--- src/rtl/residue_engine.sv ---
// Serial residue engine: running value of a digit stream modulo MODULUS, with framing and counting.
// Define RESIDUE_LSB_FIRST_EN for least-significant-digit-first streams (adds a weight register).
module residue_engine #(
  parameter int MODULUS = 5,
  parameter int RW      = 3,
  parameter int DIGIT_W = 1,
  parameter int LEN_W   = 8
) (
  input  logic               clk,
  input  logic               reset,
  input  logic               clear,
  input  logic               in_valid,
  input  logic [DIGIT_W-1:0] digit,
  input  logic               last,
  output logic [RW-1:0]      residue,
  output logic               divisible,
  output logic [LEN_W-1:0]   count,
  output logic               count_sat,
  output logic               done,
  output logic               busy
);

  // One spare bit so base + digit*w (LSB-first) also reduces without truncation.
  localparam int IW = RW + DIGIT_W + 1;

  typedef enum logic [1:0] {S_IDLE, S_ACCUM, S_HOLD} state_t;

  function automatic logic [RW-1:0] f_mod(input logic [IW-1:0] x);
    return RW'(x % IW'(MODULUS));
  endfunction

  function automatic logic [LEN_W-1:0] f_sat_inc(input logic [LEN_W-1:0] c);
    return (c == '1) ? c : c + 1'b1;
  endfunction

  state_t             r_state;
  state_t             w_state_nxt;
  logic [RW-1:0]      r_residue;
  logic               r_div;
  logic [LEN_W-1:0]   r_count;
  logic               r_sat;
  logic               r_done;
  logic               w_start;
  logic [RW-1:0]      w_base;
  logic [RW-1:0]      w_res_nxt;
  logic [LEN_W-1:0]   w_cnt_nxt;
  logic               w_sat_nxt;
`ifdef RESIDUE_LSB_FIRST_EN
  logic [RW-1:0]      r_wt;
  logic [RW-1:0]      w_wt;
  logic [RW-1:0]      w_wt_nxt;
`endif

  always_ff @(posedge clk or posedge reset) begin
    if (reset) r_state <= S_IDLE;
    else       r_state <= w_state_nxt;
  end

  always_comb begin
    w_state_nxt = r_state;
    w_start     = (r_state != S_ACCUM);
    w_base      = w_start ? '0 : r_residue;
    w_cnt_nxt   = w_start ? LEN_W'(1) : f_sat_inc(r_count);
    w_sat_nxt   = w_start ? 1'b0 : (r_sat | (r_count == '1));
`ifdef RESIDUE_LSB_FIRST_EN
    // Weight restarts at 1 (MODULUS >= 2) on every frame's first digit.
    w_wt        = w_start ? RW'(1) : r_wt;
    w_res_nxt   = f_mod(IW'(w_base) + IW'(digit) * IW'(w_wt));
    w_wt_nxt    = f_mod(IW'(w_wt) << DIGIT_W);
`else
    w_res_nxt   = f_mod({1'b0, w_base, digit});
`endif
    if (clear)         w_state_nxt = S_IDLE;
    else if (in_valid) w_state_nxt = last ? S_HOLD : S_ACCUM;
  end

  always_ff @(posedge clk or posedge reset) begin
    if (reset) begin
      r_residue <= '0;
      r_div     <= 1'b0;
      r_count   <= '0;
      r_sat     <= 1'b0;
      r_done    <= 1'b0;
`ifdef RESIDUE_LSB_FIRST_EN
      r_wt      <= RW'(1);
`endif
    end else if (clear) begin
      r_residue <= '0;
      r_div     <= 1'b0;
      r_count   <= '0;
      r_sat     <= 1'b0;
      r_done    <= 1'b0;
`ifdef RESIDUE_LSB_FIRST_EN
      r_wt      <= RW'(1);
`endif
    end else begin
      r_done <= in_valid & last;
      if (in_valid) begin
        r_residue <= w_res_nxt;
        r_div     <= (w_res_nxt == '0);
        r_count   <= w_cnt_nxt;
        r_sat     <= w_sat_nxt;
`ifdef RESIDUE_LSB_FIRST_EN
        r_wt      <= w_wt_nxt;
`endif
      end
    end
  end

  assign residue   = r_residue;
  assign divisible = r_div;
  assign count     = r_count;
  assign count_sat = r_sat;
  assign done      = r_done;
  assign busy      = (r_state == S_ACCUM);

endmodule

--- config.mk ---
export PLATFORM = sky130hd
export DESIGN_NAME = residue_engine
export DESIGN_NICKNAME = d
export VERILOG_FILES = /design/src/rtl/residue_engine.sv
export SDC_FILE = /design/constraint.sdc
export NUM_CORES = 1
export LEC_CHECK = 0
export CAP_MARGIN = 10
export CELL_PAD_IN_SITES_DETAIL_PLACEMENT = 0
export CELL_PAD_IN_SITES_GLOBAL_PLACEMENT = 1
export CORE_MARGIN = 2
export CORE_UTILIZATION = 34
export CTS_BUF_LIST = sky130_fd_sc_hd__clkbuf_8 sky130_fd_sc_hd__clkbuf_16
export CTS_CLUSTER_SIZE = 24
export DETAILED_ROUTE_END_ITERATION = 6
export PLACE_DENSITY_LB_ADDON = 0.1
export SLEW_MARGIN = 20
export SYNTH_ARGS = -nofsm -noshare
export SYNTH_HDL_FRONTEND = slang
export SYNTH_SLANG_ARGS = --single-unit
--- constraint.sdc ---
create_clock -name clk -period 1.91 [get_ports clk]
set_clock_uncertainty 0.15 [all_clocks]
set_input_delay 0.2865 -clock clk [delete_from_list [all_inputs] [get_ports clk]]
set_output_delay 0.2865 -clock clk [all_outputs]
set_load 0.005 [all_outputs]
==> impl_metrics.env, run 1 <==
export IMPL_seq_area_frac_synth=0.3874
export IMPL_insertion_delay_ns=0.26
export IMPL_clk_pin_slew_ns=0.06
export IMPL_ff2ff_setup_slack_ns=-0.12
export IMPL_final_net_count=165
export IMPL_total_power_mw=0.8222
export IMPL_antenna_found_initial=0
export IMPL_setup_viol=3
export IMPL_status="finished with violations"
export IMPL_ir_drop_uv=275.3
export IMPL_routed_via_count=1005
export IMPL_period_minus_slack_ns=2.032
export IMPL_area_growth_pct=52.30
export IMPL_final_max_slew_viol_count=0
export IMPL_synth_flop_cell="dfrtp_1"
export IMPL_wl_per_cell_um=13.69
export IMPL_initial_core_util=0.3471
export IMPL_fin_setup_tns_ns=-0.3231
export IMPL_synthCells=110
export IMPL_placed_area_um2=1461
export IMPL_final_area_um2=1574
export IMPL_grt_overflow=0
export IMPL_portBuffers=20
export IMPL_violations="negative setup slack"
export IMPL_drive_gt1_frac=0.3290
export IMPL_power_frac_seq=0.431
export IMPL_dp_slack_ns=-0.2187
export IMPL_rsz0062_at_grt="true"
export IMPL_grt_max_degree=13
export IMPL_pwr_density_cell_nw_per_um2=522.4
export IMPL_first_global_vias=1005
export IMPL_syn_num_nets=119
export IMPL_fmax_mhz=492.2
export IMPL_synth_distinct_cells=40
export IMPL_clkPwrFrac=0.373
export IMPL_p_sw_mw=0.2031
export IMPL_core_um2=2978
export IMPL_cp_start_kind="register"
export IMPL_drv_cap=0
export IMPL_h_tree_depth=1
export IMPL_synth_area_leader_cell="dfrtp_1"
export IMPL_track_usage=0.1726
export IMPL_ys_top_cells_by_area="dfrtp_1 39%, a21oi_1 5.3%, o21ai_0 3.9%, ha_1 3.6%, nand2_1 3.6%"
export IMPL_async_reset_ff_frac=1.000
export IMPL_ant_nets=0
export IMPL_worst_slew_pin_slew_ns=0.3859
export IMPL_vias_per_cell=5.346
export IMPL_synth_enable_flop_cells=0
export IMPL_worst_slack_ns=-0.1218
export IMPL_synth_avg_cell_area_um2=9.395
export IMPL_cts_tree="yes"
export IMPL_gp_congestion=0.8070
export IMPL_ys_top_cells_by_count="16 x dfrtp_1, 11 x a21oi_1, 10 x nand2_1"
export IMPL_fillers=284
export IMPL_p_leak_nw=0.6373
export IMPL_clockBufferDepth=2
export IMPL_combPwrFrac=0.195
export IMPL_cp_end_kind="register"
export IMPL_num_io_pins=21
export IMPL_die_width_um=59.14
export IMPL_cts_root_buf="clkbuf_8"
export IMPL_hpwl_um=1971
export IMPL_ys_warn_count=0
export IMPL_drtIter0Drc=27
export IMPL_cp_arrival_ns=2.07
export IMPL_required_ns=1.94
export IMPL_path_max_fanout=4
export IMPL_p_sw_frac=0.2470
export IMPL_wl_um=2574
export IMPL_drc_errors=0
export IMPL_cts_sinks=16
export IMPL_intPower_mw=0.6192
export IMPL_num_rows=20
export IMPL_fp_dieH_um=59.14
export IMPL_yosysTopAreaCellShare=0.3874
export IMPL_syn_area_um2=1033
export IMPL_numCtsBuffers=3
export IMPL_worstHoldPathType="input port to asynchronous set/reset pin"
export IMPL_die_area_um2=3497
export IMPL_synth_seq_cells=16
export IMPL_path_class="register to register"
export IMPL_firstDrtPassIters=4
export IMPL_max_slew_margin_rel=0.7424
export IMPL_finalHoldViolCount=0
export IMPL_antennaDiodeCount=0
export IMPL_synth_most_common_cell="dfrtp_1"
export IMPL_finalCritPeriodShare=1.064
export IMPL_grt_first_pass_wirelength_um=4533
path summary, 6_finish.rpt:
| check | depth (start not counted) | startpoint | to |
|---|---|---|---|
| worst max-delay path | 7 | residue[2]$_DFFE_PP0P_ | residue[1]$_DFFE_PP0P_ |
| worst min-delay path | 2 | reset | residue[1]$_DFFE_PP0P_ |
| worst max register to register | 7 | residue[2]$_DFFE_PP0P_ | residue[1]$_DFFE_PP0P_ |
| worst min register to register | 2 | divisible$_DFFE_PP0P_ | divisible$_DFFE_PP0P_ |
| max in group asynchronous | 3 | reset | count[5]$_DFFE_PP0P_ |
| min in group clk | 2 | divisible$_DFFE_PP0P_ | divisible$_DFFE_PP0P_ |
timing repair:
action,in CTS,in global routing
hold endpoints to repair,0,0
setup buffers,1,1
gates resized for setup,6,2
hold buffers,0,0
pin swaps,5,0
setup endpoints to repair,3,7
final cells by class:
cell class              instances  area, µm²  area share
repair buffers                 45      387.9      0.2464
well taps                      33      41.29     0.02623
inverters                       7      28.78     0.01828
multi-input cells              83      659.4      0.4189
clock buffers                   4      55.05     0.03498
flip-flops and latches         16      401.6      0.2552
placed cells by master, fill, tap and decap left out, drive strengths merged, types with 2 or more instances in the layout:
cell type / instances
or3: 5
buf: 25
dfrtp: 16
o311ai: 2
ha: 3
clkdlybuf4s50: 20
or4: 2
nand2: 10
nor2b: 3
a21o: 3
o31ai: 2
clkbuf: 4
and2: 2
a22oi: 2
o21ai: 8
inv: 7
nand2b: 3
nand3: 2
a21oi: 11
nor3: 2
nor2: 7
o211ai: 2
cells by family (layout without fill, tap and decap cells):
family | count (synthesis) | in the layout | synth area share
buf+inv | 11 | 56 | 0.05086
simple gates | 42 | 42 | 0.2433
xor+xnor | 1 | 1 | 0.008476
fa+ha+maj | 3 | 3 | 0.03632
compound gates | 37 | 37 | 0.2736
flops | 16 | 16 | 0.3874
power by group through the flow:
stage	Sequential (mW)	Clock (mW)	Combinational [mW]
global placement	0.361	0	0.152
detailed placement	0.361	0	0.153
finish	0.355	0.307	0.161
global route	0.356	0.334	0.177
floorplan	0.363	0	0.0714
CTS	0.355	0.316	0.160
worst max-delay path, cell delays in order (launching register included):
cell	delay (ns)
dfrtp_2	0.44
nor2b_4	0.14
a21o_1	0.16
nand2_2	0.10
ha_4	0.21
or3_4	0.38
a311o_1	0.26
a21oi_1	0.12
flip-flops by register name, indices dropped and copies added (netlist names):
| register | flops |
|---|---|
| r_state | 2 |
| count | 8 |
| divisible | 1 |
| count_sat | 1 |
| done | 1 |
| residue | 3 |
layer usage:
| layer | GRT usage | share of wire | wire length [µm] |
|---|---|---|---|
| met3 | 0.01965 | 0.026 | 67 |
| met1 | 0.2079 | 0.43 | 1119 |
| met2 | 0.2968 | 0.51 | 1311 |
| met4 | 0.09740 | 0.029 | 75 |
| met5 | 0 | 0 | 0 |
through the flow:
stage               hold slack [ns]  std cells  utilization
floorplan                   0.05017        110            -
global placement             0.3334        182       0.4908
detailed placement           0.3334        182       0.4908
CTS                          0.1627        187       0.5218
global route                 0.1919        188       0.5286
finish                       0.1529        188       0.5286
(Power assumes the default switching activity.)
==> run 2: changes to the inputs <==
--- a/config.mk
+++ b/config.mk
@@ -5,11 +5,12 @@
 export SDC_FILE = /design/constraint.sdc
 export NUM_CORES = 1
 export LEC_CHECK = 0
+export ABC_AREA = 1
 export CAP_MARGIN = 10
 export CELL_PAD_IN_SITES_DETAIL_PLACEMENT = 0
 export CELL_PAD_IN_SITES_GLOBAL_PLACEMENT = 1
 export CORE_MARGIN = 2
-export CORE_UTILIZATION = 34
+export CORE_UTILIZATION = 31
 export CTS_BUF_LIST = sky130_fd_sc_hd__clkbuf_8 sky130_fd_sc_hd__clkbuf_16
 export CTS_CLUSTER_SIZE = 24
 export DETAILED_ROUTE_END_ITERATION = 6
==> run 2 against run 1 <==
Compared with the run above: the run now ends clean; critical endpoint is now divisible$_DFFE_PP0P_; combinational power fell by 17%; highest routed layer unchanged; critical path type unchanged; largest power group unchanged; synthesized area decreased by 11%; sequential power up 1%.
==> impl_metrics.env, run 2 <==
export IMPL_worst_slack_ns=0.07339
export IMPL_crit_top_cell="nand2_2"
export IMPL_synthCells=120
export IMPL_hpwl_um=1678
export IMPL_synth_flop_cell="dfrtp_1"
export IMPL_initial_core_util=0.3311
export IMPL_drive_gt1_frac=0.2733
export IMPL_p_leak_nw=0.6646
export IMPL_antennaDiodeCount=0
export IMPL_cp_num_buf_inv=2
export IMPL_required_ns=1.90
export IMPL_timing_rr_start="r_state[0]$_DFFE_PP0P_"
export IMPL_ant_nets=0
export IMPL_drv_cap=0
export IMPL_synth_distinct_cells=21
export IMPL_drc_errors=0
export IMPL_period_minus_slack_ns=1.837
export IMPL_area_growth_pct=53.12
export IMPL_cp_slowest_stage_delay_ns=0.39
export IMPL_yosysTopAreaCellShare=0.4348
export IMPL_track_usage=0.1485
export IMPL_worstHoldPathType="input port to asynchronous set/reset pin"
export IMPL_multi_input_area_um2=493.0
export IMPL_reg2regPathDepth=14
export IMPL_synth_most_common_cell="nand2_1"
export IMPL_crit_chain="inv_1, nor2_2, nand3_1, nand2_2, inv_2, ha_4, nor2_4, nand3_2, nand2_2, nand2_2, nand2_2, nand2_2, nand2_1, o21bai_1"
export IMPL_seq_area_frac_synth=0.4348
export IMPL_die_area_um2=3423
export IMPL_synth_seq_cells=16
export IMPL_num_io_pins=21
export IMPL_fin_cells=192
export IMPL_wl_per_cell_um=12.05
export IMPL_fp_dieH_um=58.51
export IMPL_place_inst=181
export IMPL_fillers=272
export IMPL_ir_drop_uv=475.9
export IMPL_drtIter0Drc=22
export IMPL_cp_end_kind="register"
export IMPL_routed_via_count=907
export IMPL_cts_sinks=16
export IMPL_async_reset_ff_frac=1.000
export IMPL_ys_warn_count=0
export IMPL_synth_avg_cell_area_um2=7.674
export IMPL_status="finished clean"
export IMPL_max_slew_margin_rel=0.7794
export IMPL_crit_slowest_cell="dfrtp_1"
export IMPL_vias_per_cell=4.724
export IMPL_cts_root_buf="clkbuf_8"
export IMPL_total_power_mw=0.7953
export IMPL_synth_area_leader_cell="dfrtp_1"
export IMPL_wl_um=2313
export IMPL_firstDrtPassIters=4
export IMPL_grt_first_pass_wirelength_um=3870
export IMPL_final_area_um2=1410
export IMPL_ys_top_cells_by_area="dfrtp_1 43%, nand2_1 9.8%, inv_1 9.0%, nand3_1 5.4%, o21ai_0 5.4%"
export IMPL_layout_commonest_cell="inv_1"
export IMPL_dp_slack_ns=-0.03523
export IMPL_worst_slew_pin_slew_ns=0.3294
export IMPL_grt_max_degree=17
export IMPL_syn_num_nets=129
export IMPL_final_util=0.5070
export IMPL_syn_area_um2=920.9
export IMPL_ys_top_cells_by_count="24 x nand2_1, 22 x inv_1, 16 x dfrtp_1"
export IMPL_finalCritPeriodShare=0.9616
export IMPL_setup_viol=0
export IMPL_path_class="register to register"
export IMPL_path_delay_family="simple AND/OR/NAND/NOR gates"
export IMPL_fmax_mhz=544.5
export IMPL_cts_tree="yes"
export IMPL_synth_enable_flop_cells=0
export IMPL_gp_congestion=0.7823
export IMPL_grt_overflow=0
export IMPL_portBuffers=20
export IMPL_clk_pin_slew_ns=0.07
export IMPL_final_max_slew_viol_count=0
export IMPL_clockBufferDepth=2
export IMPL_final_cell_mix="21 x inv_1, 19 x clkdlybuf4s50_1, 17 x nand2_1"
export IMPL_die_width_um=58.51
export IMPL_core_um2=2781
export IMPL_placed_area_um2=1235
export IMPL_r2r_end="divisible$_DFFE_PP0P_"
export IMPL_h_tree_depth=1
export IMPL_numCtsBuffers=3
export IMPL_pwr_density_cell_nw_per_um2=564.0
export IMPL_rsz0062_at_grt="true"
export IMPL_finalHoldViolCount=0
export IMPL_ff2ff_setup_slack_ns=0.07
export IMPL_largest_reg_flops=8
export IMPL_path_max_fanout=4
export IMPL_final_net_count=171
export IMPL_seq_area_um2=400.4
export IMPL_cp_arrival_ns=1.82
export IMPL_num_rows=19
export IMPL_antenna_found_initial=0
export IMPL_insertion_delay_ns=0.25
export IMPL_cp_start_kind="register"
export IMPL_first_global_vias=873
## run 2: area by class of cell
cell class	count	area share
repair buffers	37	0.2369
well taps	31	0.02751
inverters	23	0.06300
flip-flops and latches	16	0.2839
clock buffers	4	0.03904
multi-input cells	81	0.3496
## run 2: metal layers
metal	GRT usage	routed length (µm)	vias up
met5	0	0	-
li1	-	-	471
met1	0.2194	1189	421
met4	0.06977	17	0
met2	0.2119	1029	13
met3	0.02198	77	2
## run 2: logic make-up after synthesis
logic type	share of synthesized area
adder cells (fa/ha/maj)	0.04077
XOR/XNOR	0.009513
AO/OA/AOI/OAI	0.1440
AND/OR/NAND/NOR	0.2745
flip-flops	0.4348
buffers and inverters	0.09647
## run 2: how the worst max path moves through the flow
stage                     slack, ns  cells past startpoint                endpoint                    from
final                          0.07                     14   divisible$_DFFE_PP0P_  r_state[0]$_DFFE_PP0P_
after global routing          -0.06                     14   divisible$_DFFE_PP0P_  r_state[0]$_DFFE_PP0P_
after CTS                    0.0002                     13   divisible$_DFFE_PP0P_  residue[0]$_DFFE_PP0P_
after detailed placement      -0.04                     12  residue[0]$_DFFE_PP0P_  residue[0]$_DFFE_PP0P_
after global placement         0.04                     12  residue[0]$_DFFE_PP0P_  residue[0]$_DFFE_PP0P_
after floorplan                0.14                     13  residue[1]$_DFFE_PP0P_  residue[0]$_DFFE_PP0P_
## run 2: what timing repair did
item | 4_1_cts | 5_1_grt
hold buffers | 0 | 0
buffers inserted | 3 | 4
resized for setup | 2 | 20
endpoints found under the setup margin | 3 | 7
pin swaps | 2 | 9
## run 2: tightest hold or removal path, cell delays in order
cell and delay [ns]:
clkdlybuf4s50_1 0.39, inv_1 0.05, buf_4 0.23
## run 2: report_power, final
group	switching (mW)	total, mW	internal (mW)
Clock	0.120	0.303	0.183
Sequential	0.00989	0.359	0.349
Combinational	0.0663	0.134	0.0677
## run 2: stage by stage
| stage | hold WS (ns) | setup TNS [ns] |
|---|---|---|
| 3_3_place_gp | 0.3284 | 0 |
| 2_1_floorplan | 0.05024 | 0 |
| 3_5_place_dp | 0.3340 | -0.04213 |
| 6_report | 0.1931 | 0 |
| 5_1_grt | 0.2484 | -0.09418 |
| 4_1_cts | 0.2047 | 0 |
